[src/rtl/ifu_fetch_pkg.sv]
// ifu_fetch_pkg
//   Shared definitions for the instruction fetch unit: bus widths, the
//   default reset PC, the response FIFO entry layout and the clogb2 helper
//   that sizes the instruction RAM address port (also used by the RAM).
package ifu_fetch_pkg;

    localparam int InstBus     = 32;
    localparam int InstAddrBus = 32;

    localparam logic [InstAddrBus-1:0] RESET_PC_DEFAULT = 32'h0000_0000;

    localparam int FIFO_DEPTH = 3;

    typedef struct packed {
        logic [InstAddrBus-1:0] pc;
        logic [InstBus-1:0]     inst;
    } fetch_entry_t;

    // Number of bits needed to represent value (clogb2(2047) = 11).
    function automatic int clogb2(input int value);
        int v;
        int w;
        v = value;
        w = 0;
        while (v > 0) begin
            w++;
            v = v >> 1;
        end
        return w;
    endfunction

endpackage

[src/rtl/ifu_fifo.sv]
// ifu_fifo
//   Three-entry synchronous FIFO of {pc, inst} fetch responses.
//   Ports:
//     clk, rst    clock, synchronous active-high reset
//     flush       drop all entries (takes priority over push/pop)
//     push        write push_data at the tail
//     push_data   {pc, inst} entry
//     pop         advance the head (ignored while empty)
//     head        entry at the head, zero while empty
//     valid       FIFO non-empty
//     count       number of stored entries (0..3)
//   The producer guarantees no push while full without a matching pop.
module ifu_fifo
    import ifu_fetch_pkg::*;
(
    input  logic         clk,
    input  logic         rst,
    input  logic         flush,
    input  logic         push,
    input  fetch_entry_t push_data,
    input  logic         pop,
    output fetch_entry_t head,
    output logic         valid,
    output logic [1:0]   count
);

    fetch_entry_t mem [FIFO_DEPTH];
    logic [1:0]   rd_ptr;
    logic [1:0]   wr_ptr;
    logic         do_pop;

    function automatic logic [1:0] ptr_inc(input logic [1:0] p);
        return (p == 2'd2) ? 2'd0 : p + 2'd1;
    endfunction

    assign valid  = (count != 2'd0);
    assign do_pop = pop & valid;
    assign head   = valid ? mem[rd_ptr] : '0;

    always_ff @(posedge clk) begin
        if (rst || flush) begin
            rd_ptr <= 2'd0;
            wr_ptr <= 2'd0;
            count  <= 2'd0;
        end else begin
            if (push) begin
                mem[wr_ptr] <= push_data;
                wr_ptr      <= ptr_inc(wr_ptr);
            end
            if (do_pop) begin
                rd_ptr <= ptr_inc(rd_ptr);
            end
            case ({push, do_pop})
                2'b10:   count <= count + 2'd1;
                2'b01:   count <= count - 2'd1;
                default: ;
            endcase
        end
    end

endmodule

[src/rtl/ifu_fetch.sv]
// ifu_fetch
//   Instruction fetch stage driving read port A of the instruction RAM.
//   One word read per cycle; the RAM's one-cycle read latency is absorbed
//   by a 3-entry response FIFO and a credit rule (count + inflight < 3).
//   Ports:
//     clk, rst        clock, synchronous active-high reset
//     jump_req_i      redirect pulse, jump_addr_i is the byte target
//     halt_i          stop issuing; already fetched words still drain
//     ram_ena_o       port-A enable
//     ram_addra_o     port-A word address (wraps modulo RAM size)
//     ram_douta_i     port-A data, valid the cycle after ram_ena_o
//     inst_valid_o    head valid towards decode
//     inst_ready_i    decode accepts head
//     inst_o          head instruction word
//     inst_pc_o       head byte PC
module ifu_fetch
    import ifu_fetch_pkg::*;
#(
    parameter  int                     RAM_DEPTH = 2048,
    parameter  logic [InstAddrBus-1:0] RESET_PC  = RESET_PC_DEFAULT,
    localparam int                     AW        = clogb2(RAM_DEPTH - 1)
) (
    input  logic                   clk,
    input  logic                   rst,
    input  logic                   jump_req_i,
    input  logic [InstAddrBus-1:0] jump_addr_i,
    input  logic                   halt_i,
    output logic                   ram_ena_o,
    output logic [AW-1:0]          ram_addra_o,
    input  logic [InstBus-1:0]     ram_douta_i,
    output logic                   inst_valid_o,
    input  logic                   inst_ready_i,
    output logic [InstBus-1:0]     inst_o,
    output logic [InstAddrBus-1:0] inst_pc_o
);

    logic [InstAddrBus-1:0] pc_q;
    logic [InstAddrBus-1:0] pc_issued_q;
    logic                   inflight_q;

    logic [InstAddrBus-1:0] jump_target;
    logic [InstAddrBus-1:0] issue_pc;
    logic [2:0]             credit_used;
    logic                   issue;
    logic                   push;
    logic [1:0]             fifo_count;
    fetch_entry_t           fifo_head;
    fetch_entry_t           push_data;

    // Word-align the redirect target; the low two bits are ignored.
    assign jump_target = jump_addr_i & ~32'h3;
    assign issue_pc    = jump_req_i ? jump_target : pc_q;
    assign credit_used = {1'b0, fifo_count} + {2'b00, inflight_q};

    // A jump flushes the FIFO and kills the in-flight read in the same
    // cycle, so a redirect always has credit for its own target fetch.
    assign issue = !rst && !halt_i && (jump_req_i || (credit_used < 3'd3));

    assign ram_ena_o   = issue;
    assign ram_addra_o = rst ? RESET_PC[AW+1:2] : issue_pc[AW+1:2];

    // Data arriving now belongs to last cycle's issue; a jump this cycle
    // makes it stale, so it is dropped instead of pushed.
    assign push      = inflight_q && !jump_req_i;
    assign push_data = '{pc: pc_issued_q, inst: ram_douta_i};

    always_ff @(posedge clk) begin
        if (rst) begin
            pc_q        <= RESET_PC;
            pc_issued_q <= '0;
            inflight_q  <= 1'b0;
        end else begin
            inflight_q <= issue;
            if (issue) begin
                pc_issued_q <= issue_pc;
                pc_q        <= issue_pc + 32'd4;
            end else if (jump_req_i) begin
                pc_q <= jump_target;
            end
        end
    end

    ifu_fifo u_fifo (
        .clk       (clk),
        .rst       (rst),
        .flush     (jump_req_i),
        .push      (push),
        .push_data (push_data),
        .pop       (inst_ready_i),
        .head      (fifo_head),
        .valid     (inst_valid_o),
        .count     (fifo_count)
    );

    assign inst_o    = fifo_head.inst;
    assign inst_pc_o = fifo_head.pc;

endmodule

[config.mk]
export PLATFORM = sky130hd
export DESIGN_NAME = ifu_fetch
export DESIGN_NICKNAME = d
export VERILOG_FILES = /design/src/rtl/ifu_fetch_pkg.sv /design/src/rtl/ifu_fifo.sv /design/src/rtl/ifu_fetch.sv
export SDC_FILE = /design/constraint.sdc
export NUM_CORES = 1
export LEC_CHECK = 0
export ABC_CLOCK_PERIOD_IN_PS = 14800
export BUFFER_PORTS_ARGS = -buffer_cell sky130_fd_sc_hd__buf_2
export CAP_MARGIN = 20
export CORE_ASPECT_RATIO = 0.5
export CORE_MARGIN = 1.5
export CORE_UTILIZATION = 45
export CTS_BUF_LIST = sky130_fd_sc_hd__clkbuf_4 sky130_fd_sc_hd__clkbuf_8
export DETAILED_ROUTE_END_ITERATION = 10
export PLACE_DENSITY = 0.69
export SETUP_SLACK_MARGIN = 0.15
export SYNTH_ARGS = -nofsm -noshare
export SYNTH_HDL_FRONTEND = slang
export SYNTH_SLANG_ARGS = --single-unit
[constraint.sdc]
create_clock -name clk -period 14.8 [get_ports clk]
set_clock_uncertainty 0.2 [all_clocks]
set_input_delay 2.96 -clock clk [delete_from_list [all_inputs] [get_ports clk]]
set_output_delay 2.96 -clock clk [all_outputs]
set_load 0.005 [all_outputs]
==> metrics.md <==
| Metric | Value |
|---|---|
| Outcome | finished clean |
| CP required | 11.64 ns |
| I/O Buffers | 143 |
| # diodes | 0 |
| Count leader, synth | edfxtp_1 |
| Depth of the CTS H-tree | 2 |
| Dpl cell area | 12020 um2 |
| Floorplan row count | 40 |
| Post-CTS Setup Inserts | 0 |
| Placer Congestion | 0.8065 |
| Post-layout min period | 7.715 ns |
| Int Pwr | 1.188 mW |
| Core area | 24020 um2 |
| DR vias/cell | 5.259 |
| Total GRT Usage | 18.03% |
| Compound-Gate Fraction of Synth Area | 7.645% |
| Mapped Area | 11050 um2 |
| Kind of critical path | input pin to primary output |
| CTS Hold Bufs | 0 |
| Clk slew on worst S/H paths | 0.06 ns |
| First-pass DRT Iterations | 5 |
| Mean area per synthesized cell | 12.47 um2 |
| R2R setup slack | 11.97 ns |
| CP max FO | 72 |
| Final hold violations | 0 |
| Post-synthesis net count | 959 |
| Seq pwr share | 54.0% |
| Final setup fails | 0 |
| Xor/xnor share of the synthesized area | 1.189% |
| Final Max Tran Viols | 0 |
| CTS tree | yes |
| FFs w/ async S/R, synth | 0% |
| Fin Setup TNS | 0 ns |
| Die height | 113.8 um |
| Unique masters post-synth | 56 |
| Worst-Margin Slew | 0.9976 ns |
| Initial drt markers | 575 |
| Pleak | 4.808 nW |
| Comb pwr share | 5.1% |
| Post-DRT Antenna Nets | 0 |
| Design area | 12840 um2 |
| Worst Setup End Kind | primary output |
| Max clock buf depth | 3 |
| Clock Power Share | 40.9% |
| Unrepaired setup endpoints after global routing | no |
| Nets | 1101 |
| Leading area contributor after synthesis | edfxtp_1 |
| Per-cell routed wire length | 17.03 um |
| CP Capture Point | ram_addra_o[7] |
| Initial antenna violation count | 0 |
| FMAX | 0.1296 GHz |
| Worst R2R Start | u_fifo.count[0] |
| Post-synth EDFFs | 192 |
| Sw Pwr | 339.5 uW |
| Post-synthesis simple-gate area fraction | 13.82% |
| Clock sinks | 265 |
| CTS buffer count | 40 |
| Rel. slew slack | 33.49% |
| Final HPWL DP | 14220 um |
| Root buf cell | clkbuf_8 |
| DRT Wirelength | 23340 um |
| Area Growth Syn to Fin | 16.24% |
| Post-synthesis mux area share | 8.653% |
| Post-synth top area share | 52.19% |
| # IOs | 146 |
| Grt total ovfl | 0 |
| Worst setup startpoint | jump_req_i |
| Max_cap viols | 0 |
| List of most frequent post-synthesis cells | 192 x edfxtp_1, 169 x nor2_1, 91 x mux2i_1 |
| Die Area | 25560 um2 |
| Worst hold path class | flip-flop to flip-flop |
| Remaining DRCs | 0 |
| Initial core utilization | 45.98% |
| FF-to-FF path depth | 8 |
| Primary FF master, synth | edfxtp_1 |
| Final worst path period share | 52.13% |
| Post-synthesis sequential area ratio | 65.42% |
| Power per standard cell area | 119.0 nW/um2 |
| Die W | 224.6 um |
| Worst IR drop on VDD | 0.06568 mV |
| Post-CTS sizing | 0 |
| Layout cells sized above 1 | 23.20% |
| Vias in the first global route | 7023 |
| Largest net degree at the start of global routing | 76 |
| Switching share of power | 22.22% |
| Worst endpoint data arrival time | 4.56 ns |
| Clk Latency, worst-skew pair | 0.54 ns |
| Largest family of logic cells by synthesized area | simple AND/OR/NAND/NOR gates |
| First-pass GRT wire length | 36490 um |
| Syn Inst Count | 886 |
| Top post-synthesis cells by area | edfxtp_1 52%, dfxtp_1 13%, mux2i_1 8.2% |
| Adder-cell share of the synthesized area | 0.4531% |
| R2R Path End | pc_q[27] |
| Synthesized flop and latch total | 265 |
| CP Launch Type | input pin |
| Vias | 7210 |
| Syn. warnings | 0 |
## critical path, stage by stage
cell	delay, ns
buf_2	0.07
buf_4	0.65
mux2i_1	0.59
nor2_1	0.10
buf_2	0.16
## routing by layer
| metal | up-vias | GRT usage [%] | wire length (um) |
|---|---|---|---|
| li1 | 3521 | - | - |
| met1 | 3475 | 25.50 | 11040 |
| met2 | 179 | 28.09 | 10670 |
| met3 | 35 | 3.993 | 1222 |
| met4 | 0 | 5.190 | 404 |
| met5 | - | 0 | 0 |
## registers in the layout, indices dropped and copies added, names as in the netlist, named ones only
signal / flops
pc_issued_q: 32
u_fifo.mem: 192
u_fifo.rd_ptr: 2
inflight_q: 1
pc_q: 32
u_fifo.count: 2
u_fifo.wr_ptr: 2
## layout by cell type (no fill, tap or decap), drive strengths merged, types with 3 or more instances in the layout
master	count
nor2b	5
nand3	18
o31a	7
inv	10
a22oi	4
nand2	20
dfxtp	73
clkinv	12
nor3	15
o21ai	38
mux2	4
nand4	12
a211oi	3
o21a	3
xnor2	13
edfxtp	192
mux2i	91
ha	4
nand3b	38
nor2	169
a21oi	75
nand4b	5
nand2b	6
clkbuf	56
nor4	6
buf	155
## power by group through the flow
stage / logic [mW] / registers, mW / clock network, mW
2_1_floorplan: 0.0502 / 0.836 / 0
3_3_place_gp: 0.0761 / 0.839 / 0
3_5_place_dp: 0.0784 / 0.840 / 0
4_1_cts: 0.0789 / 0.824 / 0.641
5_1_grt: 0.0874 / 0.826 / 0.675
6_report: 0.0785 / 0.825 / 0.624
## how the worst min path moves through the flow
stage                  from       to  slack (ns)  depth (start not counted)
global placement    pc_q[0]  pc_q[0]        0.21                          2
detailed placement  pc_q[0]  pc_q[0]        0.22                          2
global route        pc_q[0]  pc_q[0]        0.24                          2
floorplan           pc_q[0]  pc_q[0]        0.20                          2
CTS                 pc_q[0]  pc_q[0]        0.23                          2
finish              pc_q[0]  pc_q[0]        0.23                          2
## cells by family (layout without fill, tap and decap cells)
logic type                 after synthesis  after routing
and+or+nand+nor                        301            301
DFF                                    265            265
AOI/OAI and AO/OA                      141            141
muxes                                   95             95
buffers and inverters                   65            235
xor gates and xnor gates                15             15
adders and majority gates                4              4
## per-stage QoR
step	setup WS [ns]	utilization, %	power, mW	hold slack, ns	std cells
CTS	7.077	53.45	1.544	0.2301	1371
floorplan	5.737	-	0.8864	0.2043	886
detailed placement	7.075	50.02	0.9188	0.2208	1301
finish	7.085	53.45	1.528	0.2322	1371
global route	6.962	53.45	1.588	0.2427	1371
global placement	7.100	50.02	0.9152	0.2128	1301
## cell type report
class / count / area (um2)
timing repair buffer: 155 / 805.8
sequential: 265 / 7234
clock buffer: 56 / 708.2
fill: 2001 / 11180
tap: 315 / 394.1
clock inverter: 14 / 116.4
inverter: 10 / 37.54
multi-input combinational: 556 / 3545
Power figures use the tool's default switching activity.
